File: src/rtl/key_press_classifier.sv
// key_press_classifier
//
// Classifies a single held key code into press / long-press / auto-repeat /
// release events for a small set of mapped keys. The raw key input is only
// looked at on slow sampling ticks produced by an internal prescaler, so the
// debounce and long-press thresholds are expressed in ticks, not clocks.
//
// Ports:
//   clk           - single clock, all logic on its rising edge
//   reset         - synchronous, active-high reset
//   key_valid     - a key is currently held
//   key_code      - code of the held key (ignored when key_valid=0)
//   key_state     - per-key state, 2 bits per key: 0 idle, 1 short, 2 long
//   press_pulse   - one-cycle pulse when a press is confirmed
//   long_pulse    - one-cycle pulse on entry to long press
//   repeat_pulse  - one-cycle auto-repeat pulse while in long press
//   release_short - one-cycle pulse on release from short press
//   release_long  - one-cycle pulse on release from long press

module key_press_classifier #(
   parameter int                          NUM_KEYS       = 6,
   parameter int                          CODE_W         = 4,
   parameter logic [NUM_KEYS*CODE_W-1:0]  KEY_CODES      = {4'hf, 4'hc, 4'h3, 4'h0, 4'h5, 4'hd},
   parameter int                          TICK_DIV       = 50000,
   parameter int                          DEBOUNCE_TICKS = 20,
   parameter int                          LONG_TICKS     = 1000,
   parameter int                          REPEAT_TICKS   = 200,
   parameter int                          REPEAT_EN      = 1
) (
   input  logic                    clk,
   input  logic                    reset,
   input  logic                    key_valid,
   input  logic [CODE_W-1:0]       key_code,
   output logic [2*NUM_KEYS-1:0]   key_state,
   output logic [NUM_KEYS-1:0]     press_pulse,
   output logic [NUM_KEYS-1:0]     long_pulse,
   output logic [NUM_KEYS-1:0]     repeat_pulse,
   output logic [NUM_KEYS-1:0]     release_short,
   output logic [NUM_KEYS-1:0]     release_long
);

   localparam int PW = (TICK_DIV > 1) ? $clog2(TICK_DIV) : 1;
   localparam int CW = $clog2(LONG_TICKS + 1);
   localparam int RW = $clog2(REPEAT_TICKS + 1);
   localparam int IW = (NUM_KEYS > 1) ? $clog2(NUM_KEYS) : 1;

   localparam logic [PW-1:0] PRESC_LAST = PW'(TICK_DIV - 1);
   localparam logic [CW-1:0] DEB_LIMIT  = CW'(DEBOUNCE_TICKS);
   localparam logic [CW-1:0] LONG_LIMIT = CW'(LONG_TICKS);
   localparam logic [CW-1:0] CNT_ONE    = CW'(1);
   localparam logic [RW-1:0] REP_LIMIT  = RW'(REPEAT_TICKS);
   localparam logic [RW-1:0] REP_ONE    = RW'(1);

   typedef enum logic [1:0] {
      IDLE     = 2'd0,
      DEBOUNCE = 2'd1,
      PRESSED  = 2'd2,
      LONG     = 2'd3
   } state_t;

   logic [PW-1:0]         presc;
   logic                  tick;
   state_t                state;
   logic [IW-1:0]         cur;
   logic [CW-1:0]         cnt;
   logic [CW-1:0]         cnt_inc;
   logic [RW-1:0]         rep_cnt;
   logic [RW-1:0]         rep_inc;
   logic                  hit;
   logic [IW-1:0]         hit_idx;
   state_t                start_state;
   logic [2*NUM_KEYS-1:0] start_key_state;
   logic [NUM_KEYS-1:0]   start_press;

   // One-hot vector selecting key k, used for every pulse output.
   function automatic logic [NUM_KEYS-1:0] onehot(input logic [IW-1:0] k);
      onehot    = '0;
      onehot[k] = 1'b1;
   endfunction

   // Full key_state vector with only key k carrying state code s.
   function automatic logic [2*NUM_KEYS-1:0] state_vec(input logic [IW-1:0] k,
                                                      input logic [1:0]    s);
      state_vec                 = '0;
      state_vec[{k, 1'b0} +: 2] = s;
   endfunction

   assign tick    = (presc == PRESC_LAST);
   assign cnt_inc = cnt + CNT_ONE;
   assign rep_inc = rep_cnt + REP_ONE;

   // Sampling-tick prescaler: counts 0..TICK_DIV-1 and wraps; with TICK_DIV=1
   // it sits at zero and every cycle is a tick.
   always_ff @(posedge clk) begin
      if (reset) begin
         presc <= '0;
      end else if (tick) begin
         presc <= '0;
      end else begin
         presc <= presc + PW'(1);
      end
   end

   // Code-to-key lookup. Scanning from the highest index down lets the lowest
   // matching index overwrite the others, so duplicate map entries resolve to
   // the lowest key. Unmapped codes simply produce no hit (treated as released).
   always_comb begin
      hit     = 1'b0;
      hit_idx = '0;
      for (int k = NUM_KEYS - 1; k >= 0; k--) begin
         if (key_valid && (key_code == KEY_CODES[k*CODE_W +: CODE_W])) begin
            hit     = 1'b1;
            hit_idx = IW'(k);
         end
      end
   end

   // What "start tracking the newly matched key" means. With a one-tick
   // debounce the very first matching tick already confirms the press, so the
   // DEBOUNCE state is skipped entirely.
   always_comb begin
      start_state     = DEBOUNCE;
      start_key_state = '0;
      start_press     = '0;
      if (DEBOUNCE_TICKS == 1) begin
         start_state     = PRESSED;
         start_key_state = state_vec(hit_idx, 2'd1);
         start_press     = onehot(hit_idx);
      end
   end

   // Main classifier FSM. Pulses default low every cycle and are only raised
   // on a tick edge, so each lasts exactly one clk cycle. key_state is only
   // rewritten on tick edges and holds in between. A key change while pressed
   // is treated as a release of the old key plus a fresh debounce of the new.
   always_ff @(posedge clk) begin
      if (reset) begin
         state         <= IDLE;
         cur           <= '0;
         cnt           <= '0;
         rep_cnt       <= '0;
         key_state     <= '0;
         press_pulse   <= '0;
         long_pulse    <= '0;
         repeat_pulse  <= '0;
         release_short <= '0;
         release_long  <= '0;
      end else begin
         press_pulse   <= '0;
         long_pulse    <= '0;
         repeat_pulse  <= '0;
         release_short <= '0;
         release_long  <= '0;
         if (tick) begin
            case (state)
               IDLE: begin
                  if (hit) begin
                     state       <= start_state;
                     cur         <= hit_idx;
                     cnt         <= CNT_ONE;
                     key_state   <= start_key_state;
                     press_pulse <= start_press;
                  end
               end

               DEBOUNCE: begin
                  if (!hit) begin
                     state <= IDLE;
                     cnt   <= '0;
                  end else if (hit_idx != cur) begin
                     state       <= start_state;
                     cur         <= hit_idx;
                     cnt         <= CNT_ONE;
                     key_state   <= start_key_state;
                     press_pulse <= start_press;
                  end else begin
                     cnt <= cnt_inc;
                     if (cnt_inc >= DEB_LIMIT) begin
                        state       <= PRESSED;
                        key_state   <= state_vec(cur, 2'd1);
                        press_pulse <= onehot(cur);
                     end
                  end
               end

               PRESSED: begin
                  if (!hit) begin
                     state         <= IDLE;
                     cnt           <= '0;
                     key_state     <= '0;
                     release_short <= onehot(cur);
                  end else if (hit_idx != cur) begin
                     release_short <= onehot(cur);
                     state         <= start_state;
                     cur           <= hit_idx;
                     cnt           <= CNT_ONE;
                     key_state     <= start_key_state;
                     press_pulse   <= start_press;
                  end else begin
                     cnt <= cnt_inc;
                     if (cnt_inc >= LONG_LIMIT) begin
                        state      <= LONG;
                        rep_cnt    <= '0;
                        key_state  <= state_vec(cur, 2'd2);
                        long_pulse <= onehot(cur);
                     end
                  end
               end

               LONG: begin
                  if (!hit) begin
                     state        <= IDLE;
                     cnt          <= '0;
                     rep_cnt      <= '0;
                     key_state    <= '0;
                     release_long <= onehot(cur);
                  end else if (hit_idx != cur) begin
                     release_long <= onehot(cur);
                     state        <= start_state;
                     cur          <= hit_idx;
                     cnt          <= CNT_ONE;
                     rep_cnt      <= '0;
                     key_state    <= start_key_state;
                     press_pulse  <= start_press;
                  end else begin
                     if (cnt < LONG_LIMIT) begin
                        cnt <= cnt_inc;
                     end
                     if (REPEAT_EN != 0) begin
                        if (rep_inc >= REP_LIMIT) begin
                           rep_cnt      <= '0;
                           repeat_pulse <= onehot(cur);
                        end else begin
                           rep_cnt <= rep_inc;
                        end
                     end
                  end
               end

               default: begin
                  state     <= IDLE;
                  cnt       <= '0;
                  rep_cnt   <= '0;
                  key_state <= '0;
               end
            endcase
         end
      end
   end

endmodule

File: config.mk
export PLATFORM = sky130hd
export DESIGN_NAME = key_press_classifier
export DESIGN_NICKNAME = d
export VERILOG_FILES = /design/src/rtl/key_press_classifier.sv
export SDC_FILE = /design/constraint.sdc
export NUM_CORES = 1
export LEC_CHECK = 0
export ABC_CLOCK_PERIOD_IN_PS = 3600
export CAP_MARGIN = 20
export CORE_MARGIN = 10
export CORE_UTILIZATION = 44
export CTS_BUF_LIST = sky130_fd_sc_hd__clkbuf_16
export CTS_CLUSTER_SIZE = 12
export DETAILED_ROUTE_END_ITERATION = 10
export PLACE_DENSITY = 0.65
export SYNTH_ARGS = -nofsm -noshare
export SYNTH_HDL_FRONTEND = slang
export SYNTH_SLANG_ARGS = --single-unit
File: constraint.sdc
create_clock -name clk -period 3.6 [get_ports clk]
set_clock_uncertainty 0.2 [all_clocks]
set_input_delay 0.54 -clock clk [delete_from_list [all_inputs] [get_ports clk]]
set_output_delay 0.54 -clock clk [all_outputs]
set_load 0.03 [all_outputs]
==> impl_metrics.toml <==
[clock_tree]
htreeDepth = 3
cts-root-buf = "clkbuf_16"
cts_tree = "done"
numCtsBuffers = 9
clock_sinks = 81
clk_path_buf_depth = 2
cts_setup_buffers = 0
cts_resized = 0
clkLatencyLatePin_ns = 0.34
clk_pin_slew_ns = 0.07
hold_buffers = 0

[logic_synthesis]
yosysUniqueCellTypes = 68
synth-seq-cells = 81
synth_top_area_share = 0.3950
synthesis.nets = 507
yosysSeqAreaShare = 0.3950
synth_area_um2 = 4105
ys_async_sr_fraction = 0
synth.area.top_cells = "dfxtp_1 (40%), nor2_1 (5.9%), ha_1 (4.3%), nand3_1 (3.7%), nand2b_1 (2.9%)"
ys_warn_count = 0
syn_area_per_cell_um2 = 8.447
ys.flop_type = "dfxtp_1"
synth_area_leader_cell = "dfxtp_1"
synthCells = 486
synth_edf_count = 0

[global_routing]
grt_max_degree = 31
grt_pass1_wl_um = 17480
grt_pass1_vias = 3625
grt_antenna_before_repair = 0
gr-total-overflow = 0
grt_usage = 0.1592

[worst_setup_path]
regToRegSetupSlack_ns = 0.43
worst_ep_required_time_ns = 3.67
worstPathMaxFanout = 12
crit_path_end_kind = "register"
critPathLaunchType = "primary input"
worst-setup-path-type = "in2reg"
arrival_ns = 3.26

[layout]
num_antenna_cells = 0
final_nets = 552
area_delta_synth_final_pct = 22.22
layout_common_cells = "dfxtp_1 (81), nor2_1 (65), clkdlybuf4s50_1 (48)"
layout_commonest_cell = "dfxtp_1"
postLayoutCellArea_um2 = 5017
n_fill_cell = 838
drive_above_1_share = 0.07276

[sta]
worstMarginPinSlew_ns = 0.6191
holdWs_ns = 0.2370
setup_violations = 0
post-route-period-util = 0.8836
drv_slew = 0
fin_tns_setup_ns = 0
fmax_ghz = 0.3144
fin_crit_ns = 3.181
relSlewSlack = 0.5869
hold_viol_final = 0
rsz0062_at_grt = "no"

[floorplan]
initial_core_util = 0.4485
die-height_um = 116.6
coreArea_um2 = 9153
die_area_um2 = 13590
io_pins = 49
rows = 35
dieWidth_um = 116.6

[routing]
drtAntennaViolNets = 0
wl_per_cell_um = 16.12
drtPass1Iterations = 4
drtIter0Drc = 209
viasPerCell = 5.748
drc = 0
wirelength_um = 10430
vias = 3719

[flow_run]
drv_cap = 0

[placed_design]
postPlaceCellArea_um2 = 4683
gp_congestion = 0.8792
io_buffers = 48
dp_hpwl_um = 7632

[power_and_ir_drop]
leakagePower_nw = 1.780
powerDensity_nw_per_um2 = 396.0
ir_drop_uv = 207.8

[hold_path]
hold_class = "reg2reg"

[run_status]
status = "complete, no violations"
-- final timing paths --
check         startpoint          to  depth (start not counted)
max          key_code[1]      cnt[8]                          9
min reg2reg     presc[0]    presc[0]                          1
max reg2reg       cnt[1]  rep_cnt[6]                          8
min             presc[0]    presc[0]                          1
-- power breakdown --
| group | switching [W] | total [W] | internal [W] |
|---|---|---|---|
| clock | 0.000398 | 0.00102 | 0.000622 |
| combinational | 0.0000401 | 0.0000664 | 0.0000263 |
| sequential | 0.00000160 | 0.000900 | 0.000899 |
-- routing by layer --
layer / vias up / routed length [µm] / global-route usage
met1: 1789 / 4645 / 0.1916
met2: 81 / 5113 / 0.2673
met3: 11 / 556 / 0.04777
met5: - / 0 / 0
li1: 1838 / - / -
met4: 0 / 112 / 0.04778
-- synth_stat cells, drive strengths merged (3+ instances only) --
library cell,n
and4b,3
ha,14
o21ai,25
nand3b,3
nand4b,5
nor2,66
nor2b,7
dfxtp,81
nand2,26
a41oi,5
or4b,3
xnor2,11
nand4,14
o211a,4
inv,13
and3,14
nor4b,4
nand2b,19
buf,15
and2,3
or3,3
or4,7
clkbuf,12
a21oi,23
nand3,31
xor2,6
nor3,17
mux2i,7
a31oi,8
-- through the flow --
| stage | power (W) | instances | utilization | worst slack, ns |
|---|---|---|---|---|
| 2_1_floorplan | 0.0009669 | 486 | - | 0.8892 |
| 3_3_place_gp | 0.0009839 | 631 | 0.5117 | 0.1938 |
| 3_5_place_dp | 0.0009858 | 631 | 0.5117 | 0.1240 |
| 4_1_cts | 0.002006 | 647 | 0.5482 | 0.4599 |
| 5_1_grt | 0.002047 | 647 | 0.5482 | 0.2219 |
| 6_report | 0.001987 | 647 | 0.5482 | 0.4192 |
-- registers in the layout (all words and copies together) (netlist names) --
| register | cells |
|---|---|
| state | 2 |
| press_pulse | 6 |
| cur | 3 |
| repeat_pulse | 6 |
| release_long | 6 |
| cnt | 10 |
| rep_cnt | 8 |
| release_short | 6 |
| long_pulse | 6 |
| key_state | 12 |
| presc | 16 |
-- critical path, cell delays in order --
cell and delay [ns]:
clkdlybuf4s50_1 0.62, or4b_1 0.58, o2bb2ai_1 0.23, nor2_1 0.17
nand4_2 0.20, o31ai_1 0.11, buf_4 0.18, or4_1 0.47
a21oi_1 0.15
-- layout make-up --
| class | instances | area [µm²] | share of cell area |
|---|---|---|---|
| multi-input cells | 365 | 2296 | 0.4576 |
| flip-flops and latches | 81 | 1622 | 0.3232 |
| repair buffers | 61 | 578.1 | 0.1152 |
| clock buffers | 9 | 225.2 | 0.04489 |
| well taps | 111 | 138.9 | 0.02768 |
| clock inverters | 7 | 108.9 | 0.02170 |
| inverters | 13 | 48.80 | 0.009726 |
-- cell families after synthesis --
kind of cell             synth area share
buffers and inverters             0.04571
AND/OR/NAND/NOR                    0.3069
XOR/XNOR                          0.04084
multiplexers                      0.01981
adder cells (fa/ha/maj)           0.04267
AO/OA/AOI/OAI                      0.1490
flip-flops                         0.3950
Power figures use the tool's default switching activity.
